### src/rtl/lut_engine_pkg.sv
// Shared types for lut_engine: FSM state encoding and signature width.
package lut_engine_pkg;

  localparam int SIG_W = 16;

  typedef enum logic [1:0] {
    ST_IDLE  = 2'd0,
    ST_SWEEP = 2'd1,
    ST_DRAIN = 2'd2
  } state_e;

endpackage

### src/rtl/lut_bank.sv
// CH programmable truth tables of 2^IN_W bits each; whole-table write, combinational read.
module lut_bank #(
  parameter int IN_W  = 3,
  parameter int CH    = 2,
  parameter int CH_W  = 1,
  parameter int DEPTH = 1 << IN_W
) (
  input  logic             clk,
  input  logic             rst_n,
  input  logic             we,
  input  logic [CH_W-1:0]  wr_ch,
  input  logic [DEPTH-1:0] wr_data,
  input  logic [IN_W-1:0]  rd_code,
  output logic [CH-1:0]    rd_data
);

  // Out-of-range channel selects match no table and are dropped here.
  for (genvar c = 0; c < CH; c++) begin : g_ch
    logic [DEPTH-1:0] tbl_q;

    always_ff @(posedge clk or negedge rst_n) begin
      if (!rst_n)                        tbl_q <= '0;
      else if (we && wr_ch == CH_W'(c))  tbl_q <= wr_data;
    end

    assign rd_data[c] = tbl_q[rd_code];
  end

endmodule

### src/rtl/lut_engine.sv
// Registered multi-channel LUT evaluator with a built-in exhaustive input sweep.
// Optional LUT_ENGINE_SIG_EN adds a 16-bit rotate-xor signature of sweep results.
module lut_engine
  import lut_engine_pkg::*;
#(
  parameter int IN_W = 3,
  parameter int CH   = 2,
  parameter int CH_W = (CH > 1) ? $clog2(CH) : 1
) (
  input  logic                  clk,
  input  logic                  rst_n,
  input  logic                  cfg_we,
  input  logic [CH_W-1:0]       cfg_ch,
  input  logic [(1<<IN_W)-1:0]  cfg_data,
  input  logic                  in_valid,
  output logic                  in_ready,
  input  logic [IN_W-1:0]       in_data,
  output logic                  out_valid,
  input  logic                  out_ready,
  output logic [CH-1:0]         out_data,
  output logic [IN_W-1:0]       out_idx,
  input  logic                  sweep_start,
  output logic                  sweep_busy,
  output logic                  sweep_done
`ifdef LUT_ENGINE_SIG_EN
  , output logic [SIG_W-1:0]    sig
`endif
);

  localparam logic [IN_W-1:0] LAST = '1;

  state_e            state_q, state_d;
  logic [IN_W-1:0]   cnt_q, cnt_d;
  logic              out_valid_q, out_sw_q, done_q;
  logic [CH-1:0]     out_data_q, rd_data;
  logic [IN_W-1:0]   out_idx_q, rd_code;
  logic              slot_free, accept, sw_load, hs;

  assign slot_free = !out_valid_q || out_ready;
  assign in_ready  = (state_q == ST_IDLE) && slot_free;
  assign accept    = in_valid && in_ready;
  assign sw_load   = (state_q == ST_SWEEP) && slot_free;
  assign hs        = out_valid_q && out_ready;
  assign rd_code   = sw_load ? cnt_q : in_data;

  // Tables are frozen for the whole sweep so every swept code sees one table set.
  lut_bank #(.IN_W(IN_W), .CH(CH), .CH_W(CH_W)) u_bank (
    .clk     (clk),
    .rst_n   (rst_n),
    .we      (cfg_we && state_q == ST_IDLE),
    .wr_ch   (cfg_ch),
    .wr_data (cfg_data),
    .rd_code (rd_code),
    .rd_data (rd_data)
  );

  always_comb begin
    state_d = state_q;
    cnt_d   = cnt_q;
    case (state_q)
      ST_IDLE: if (sweep_start) begin
        state_d = ST_SWEEP;
        cnt_d   = '0;
      end
      ST_SWEEP: if (slot_free) begin
        cnt_d = cnt_q + 1'b1;
        if (cnt_q == LAST) state_d = ST_DRAIN;
      end
      ST_DRAIN: if (hs) state_d = ST_IDLE;
      default:  state_d = ST_IDLE;
    endcase
  end

  always_ff @(posedge clk or negedge rst_n) begin
    if (!rst_n) begin
      state_q     <= ST_IDLE;
      cnt_q       <= '0;
      done_q      <= 1'b0;
      out_valid_q <= 1'b0;
      out_sw_q    <= 1'b0;
      out_data_q  <= '0;
      out_idx_q   <= '0;
    end else begin
      state_q <= state_d;
      cnt_q   <= cnt_d;
      done_q  <= (state_q == ST_DRAIN) && hs;
      if (accept || sw_load) begin
        out_valid_q <= 1'b1;
        out_data_q  <= rd_data;
        out_idx_q   <= rd_code;
        out_sw_q    <= sw_load;
      end else if (out_ready) begin
        out_valid_q <= 1'b0;
      end
    end
  end

  assign out_valid  = out_valid_q;
  assign out_data   = out_data_q;
  assign out_idx    = out_idx_q;
  assign sweep_busy = (state_q != ST_IDLE);
  assign sweep_done = done_q;

`ifdef LUT_ENGINE_SIG_EN
  logic [SIG_W-1:0] sig_q;

  // Only results tagged as sweep loads fold in; a plain lookup draining early in SWEEP does not.
  always_ff @(posedge clk or negedge rst_n) begin
    if (!rst_n)                                    sig_q <= '0;
    else if (state_q == ST_IDLE && sweep_start)    sig_q <= '0;
    else if (hs && out_sw_q)
      sig_q <= {sig_q[SIG_W-2:0], sig_q[SIG_W-1]} ^ SIG_W'(out_data_q);
  end

  assign sig = sig_q;
`endif

endmodule

### config.mk
export PLATFORM = sky130hd
export DESIGN_NAME = lut_engine
export DESIGN_NICKNAME = d
export VERILOG_FILES = /design/src/rtl/lut_engine_pkg.sv /design/src/rtl/lut_bank.sv /design/src/rtl/lut_engine.sv
export SDC_FILE = /design/constraint.sdc
export NUM_CORES = 1
export LEC_CHECK = 0
export ABC_AREA = 1
export CAP_MARGIN = 20
export CORE_AREA = 2 2 60 62
export CTS_CLUSTER_SIZE = 10
export DETAILED_ROUTE_END_ITERATION = 12
export DIE_AREA = 0 0 62 64
export PLACE_DENSITY = 0.71
export SKIP_LAST_GASP = 1
export SYNTH_ARGS = -nofsm -noshare
export SYNTH_HDL_FRONTEND = slang
export SYNTH_SLANG_ARGS = --single-unit
### constraint.sdc
create_clock -name clk -period 1.2 [get_ports clk]
set_input_delay 0.12 -clock clk [delete_from_list [all_inputs] [get_ports clk]]
set_output_delay 0.12 -clock clk [all_outputs]
set_load 0.01 [all_outputs]
-- Yosys cells after proc, flatten, opt, wreduce, memory -nomap -nowiden
Cells that the tools add are included.
- input port bits: 18
- output and inout bits: 9
- logic and storage cells: 50
- register bits: 28
- $add $sub $neg: 1
- order comparisons: 1
- bitwise operators: 1
- equality and inequality tests: 7
- multiplexer cells: 15
- reductions and logical operators: 17
- operators by type and width (operator ; number):
    $mux 3 ; 3
    $logic_and 1x1->1 ; 8
    $mux 2 ; 4
    $bmux 1 s3 ; 2
    $ne 2x2->1 const B ; 3
    $pmux 2 s3 ; 1
    $pmux 3 s2 ; 1
    $reduce_bool 2->1 ; 3
    $lt 3x4->1 const B ; 1
    $mux 1 ; 4
    $reduce_and 4->1 ; 1
    $add 3x1->3 const B ; 1
    $eq 3x3->1 const B ; 1
    $reduce_and 3->1 ; 1
    $eq 2x1->1 const B ; 1
    $eq 2x2->1 const B ; 1
    $logic_not 2->1 ; 1
    $logic_or 1x1->1 ; 2
    $ne 2x1->1 const B ; 1
    $logic_not 1->1 ; 1
    $not 1->1 ; 1

-- Logic depth before layout (Yosys ltp)
- depth after elaboration: 6
- gate-level depth with buffers: 9
- depth with buffers taken out: 9

-- By module
A second synthesis with hierarchy kept.
- cells, all modules: 196
- area, all modules: 1545.2 um2
- modules (own cells, without submodules) (module ; seq. area each (um2) ; times used ; cells an instance ; area each (um2)):
    lut_bank ; 400.4 ; 1 ; 115 ; 910.9
    lut_engine ; 300.3 ; 1 ; 81 ; 634.4

-- Least setup slack after synthesis
No wires, ideal clock.
- kind: register -> register
- start: register state_q[1]
- end: register state_q[0]
- slack: -0.117 ns
- setup time: 0.129 ns
- stages on the path, launching flop included: 7
- arrival time: 1.188 ns
- path buffers: 0
- period minus slack after synthesis: 1.317 ns
- required time: 1.071 ns
- cell sequence: dfrtp_1 nor2_1 inv_1 o21ai_0 inv_1 o211ai_1 o21ai_0
- longest elaborated chain between the ends: 3
- elaborated cells between the ends (all ways): 9
- classes of those cells: 6 x eq/ne; 1 x mux; 2 x reduce/logical
- ends and longest elaborated chain (what ; RTL line ; RTL):
    start: declaration ; lut_engine.sv:32 ; state_e state_q, state_d;
    start signal: assignment ; lut_engine.sv:84 ; state_q <= state_d;
    $eq 2x1->1 (tied with other cells) ; lut_engine.sv:60 ; case (state_q)
    $ne 2x1->1 (no line) or $ne 2x2->1 (tied branches) ; - ;
    $reduce_and 4->1 (no line) ; - ;
Several ways; a longest one is shown, not always the timed one.
A chain may end at the register's enable or synchronous reset.

-- Worst setup path after layout
- start: register state_q[1]
- end: register out_idx_q[1] (netlist: out_idx[1])
- longest elaborated chain between the ends: 4
- elaborated cells between the ends (all ways): 7
- classes of those cells: 1 x eq/ne; 1 x mux; 5 x reduce/logical
- ends and longest elaborated chain (what ; RTL line ; RTL):
    $logic_not 2->1 ; lut_engine.sv:40 ; assign in_ready = (state_q == ST_IDLE) && slot_free;
    $logic_and 1x1->1 ; lut_engine.sv:40 ;
    $logic_and 1x1->1 ; lut_engine.sv:41 ; assign accept = in_valid && in_ready;
    $logic_or 1x1->1 ; lut_engine.sv:87 ; if (accept || sw_load) begin
    end signal: assignment ; lut_engine.sv:90 ; out_idx_q <= rd_code;
    end: declaration ; lut_engine.sv:36 ; logic [IN_W-1:0] out_idx_q, rd_code;
Several ways; a longest one is shown, not always the timed one.

==> results by group <==
Yosys
  • Synth top cells by count: nand2_1, dfrtp_1, nand3_1
  • Top-count cell post-synth: nand2_1
  • Mapped cell area: 1450 sq um
  • Xor/xnor cell area share of the yosys netlist: 0%
  • Async SR Flop Fraction: 100%
  • Synth warn: 0
  • Yosys reg bits: 28
  • Main synth FF type: dfrtp_1
  • Leading area contributor after synthesis: dfrtp_1
  • Register area share after synthesis: 48.4%
  • Multiplexer share of the synthesized area: 0%
  • Unique cell type count in the Yosys netlist: 24
  • Largest family of logic cells by synthesized area: simple AND/OR/NAND/NOR gates
  • Post-synthesis instance total: 167
  • Syn nets: 187
  • Post-Synth Simple-Gate Area: 30.0%
  • Compound-Gate Fraction of Synth Area: 12.6%
  • EDFF count, synth: 0
  • Post-synth top area share: 48.4%
  • Synthesized area per cell: 8.66 sq um
  • Synth top area cells: dfrtp_1, nand3_1, nand2_1
  • Adder-Cell Fraction of Synth Area: 1.73%

STA
  • Setup-failing EPs final: 20
  • Setup ws final: -0.278 ns
  • Max Clk Rate: 676 MHz
  • Max Slew Vio Count: 0
  • Hold Vio Cnt, Final: 0
  • Slew HR: 81.4%
  • Clock Skews: 0.0104 ns
  • Fin crit share: 123%
  • WHS: 0.120 ns
  • Setup TNS: -2.39 ns
  • Minimum clock period: 1.48 ns
  • Worst Max-Slew Pin Slew: 0.278 ns
  • Unrepaired setup endpoints after global routing: yes

Global routing
  • Initial antenna violation count: 0
  • GR Util All Layers: 17.8%
  • Largest net degree at the start of global routing: 29
  • Congestion Overflow GR: 0
  • First-pass GRT wire length: 5310 um
  • Number of global-route vias before repair: 1228

Power
  • Comb pwr share: 53.7%
  • Peak VDD IR: 751 uV
  • Psw: 1.99 mW
  • Reg power frac: 33.4%
  • P_leak: 0.990 nW
  • Design Power: 4.86 mW
  • Power Density: 2350 nW/um^2
  • P_int: 2.86 mW
  • Clock share of power: 12.9%
  • Sw Ratio: 41.0%

Setup path
  • CP endpoint: out_idx[1]
  • R2r endpoint: out_idx[1]
  • Critical R2R Launch: state_q[1]
  • CP startpoint: state_q[1]
  • Worst setup EP type: flip-flop
  • CP required: 1.44 ns
  • R2R setup slack: -0.28 ns
  • Worst Reg-to-Reg Cells: 7
  • Critical path fanouts, max: 7
  • Setup Crit Path Kind: flip-flop to flip-flop
  • Crit start category: flip-flop
  • Critical Path AT: 1.72 ns

Floorplanning
  • Die Height: 64 um
  • Starting density of the core: 44.0%
  • Core area: 3280 sq um
  • DIE AREA: 3970 sq um
  • IO Pins: 27
  • Die width: 62 um
  • Num rows: 21

Routing
  • Routed length on met2: 1730 um
  • First drt pass iteration count: 4
  • Met3 routed WL: 127 um
  • Vias per cell: 5.00
  • Residual DRC count: 0
  • Final ANT Viol Nets: 0
  • Wire length on met1: 1520 um
  • Top Metal Used: met4
  • Initial DRC count: 86
  • Vias: 1311
  • Final wirelength: 3430 um
  • Routed wire per std cell: 13.1 um

CTS
  • CTS clk-pin slew, worst paths: 0.16 ns
  • Root Driver: clkbuf_4
  • Clock Tree Buf Depth: 2
  • CTS tree: yes
  • CTS HTree Levels: 1
  • Number of CTS-inserted buffers: 3
  • Worst skew pair latency: 0.34 ns
  • Sink Count: 28
  • # hold bufs at CTS: 0

Placement
  • DP HPWL: 2310 um
  • Pre-CTS setup slack: -0.334 ns
  • IO Port Bufs: 26
  • Cell count after placement: 247
  • RD Place Congestion: 0.898

Layout
  • N_diodes: 0
  • Final std cells w/o fill: 262
  • Share of layout cells above drive strength 1: 24.5%
  • Nets@finish: 237
  • Area growth, synth to finish: 42.7%

Run
  • MaxCap Viol Count: 0

Run status
  • Failing checks: setup timing
  • Status: complete, but fails checks

Worst hold path
  • Hold crit path type: primary input to asynchronous set/reset pin
-- worst max-delay path, cell delays in order, from the launching register on --
cell and delay (ns):
dfrtp_2 0.45, buf_6 0.13, nor2_8 0.21, nand2_8 0.12, o21ai_4 0.21, buf_4 0.15, buf_6 0.08, o21ai_1 0.05
-- layout make-up --
cell class              instances  area, sq um
fillers                       281         1220
multi-input cells             115          741
flip-flops and latches         28          703
repair buffers                 44          414
inverters                      25         96.3
well taps                      46         57.6
clock inverters                 1         30.0
clock buffers                   3         22.5
-- through the flow --
stage | instance area (sq um) | util (%)
after global routing | 2060 | 62.9
after floorplan | 1460 | -
after global placement | 1850 | 56.3
after CTS | 1970 | 60.1
final | 2060 | 62.9
after detailed placement | 1850 | 56.3
-- power groups by stage --
stage                     Combinational, mW  Clock (mW)  Sequential (mW)
after floorplan                        1.33           0             1.68
after global placement                 2.09           0             1.66
after detailed placement               2.16           0             1.68
after CTS                              2.36       0.638             1.61
after global routing                   2.88       0.680             1.67
final                                  2.61       0.629             1.62
-- cell usage in the layout (no fill, tap or decap), types with 10 or more instances in the layout --
cell type	Yosys	final
nand3_1	26	23
o21ai_1	0	10
nand2_1	32	30
buf_4	0	14
o21ai_0	23	12
clkdlybuf4s50_1	0	17
dfrtp_1	28	26
inv_1	23	21
-- cells by family after synthesis --
logic type      count (synthesis)
fa+ha+maj                       2
compound gates                 29
simple gates                   81
buf+inv                        27
flops                          28
-- flip-flops by register name, summed over array words and instances, names as in the netlist --
signal and flops:
out_idx 3, state_q 2, cnt_q 3, u_bank.g_ch.tbl_q 16
out_valid 1, out_data 2, sweep_done 1
-- routing by layer --
metal | GRT usage, % | vias to the layer above
met1 | 22.8 | 623
met5 | 0 | -
met4 | 5.59 | 0
li1 | - | 646
met2 | 30.1 | 35
met3 | 2.43 | 7
-- how the worst min path moves through the flow --
| stage | endpoint | slack, ns | from | cells after the start |
|---|---|---|---|---|
| floorplan | cnt_q[0] | -0.18 | rst_n | 0 |
| global placement | u_bank.g_ch[1].tbl_q[4] | 0.46 | u_bank.g_ch[1].tbl_q[4] | 2 |
| detailed placement | u_bank.g_ch[0].tbl_q[4] | 0.47 | u_bank.g_ch[0].tbl_q[4] | 2 |
| CTS | state_q[0] | 0.12 | rst_n | 2 |
| global route | u_bank.g_ch[0].tbl_q[4] | 0.11 | rst_n | 2 |
| finish | u_bank.g_ch[1].tbl_q[3] | 0.12 | rst_n | 2 |
-- what timing repair did --
item                       in CTS  in global routing
setup buffers                   6                  2
pin swaps                       7                 11
setup endpoints to repair      35                 31
gates resized for setup        24                 17
cloned                          0                  3
No activity file was read; power rests on OpenSTA's default activity.
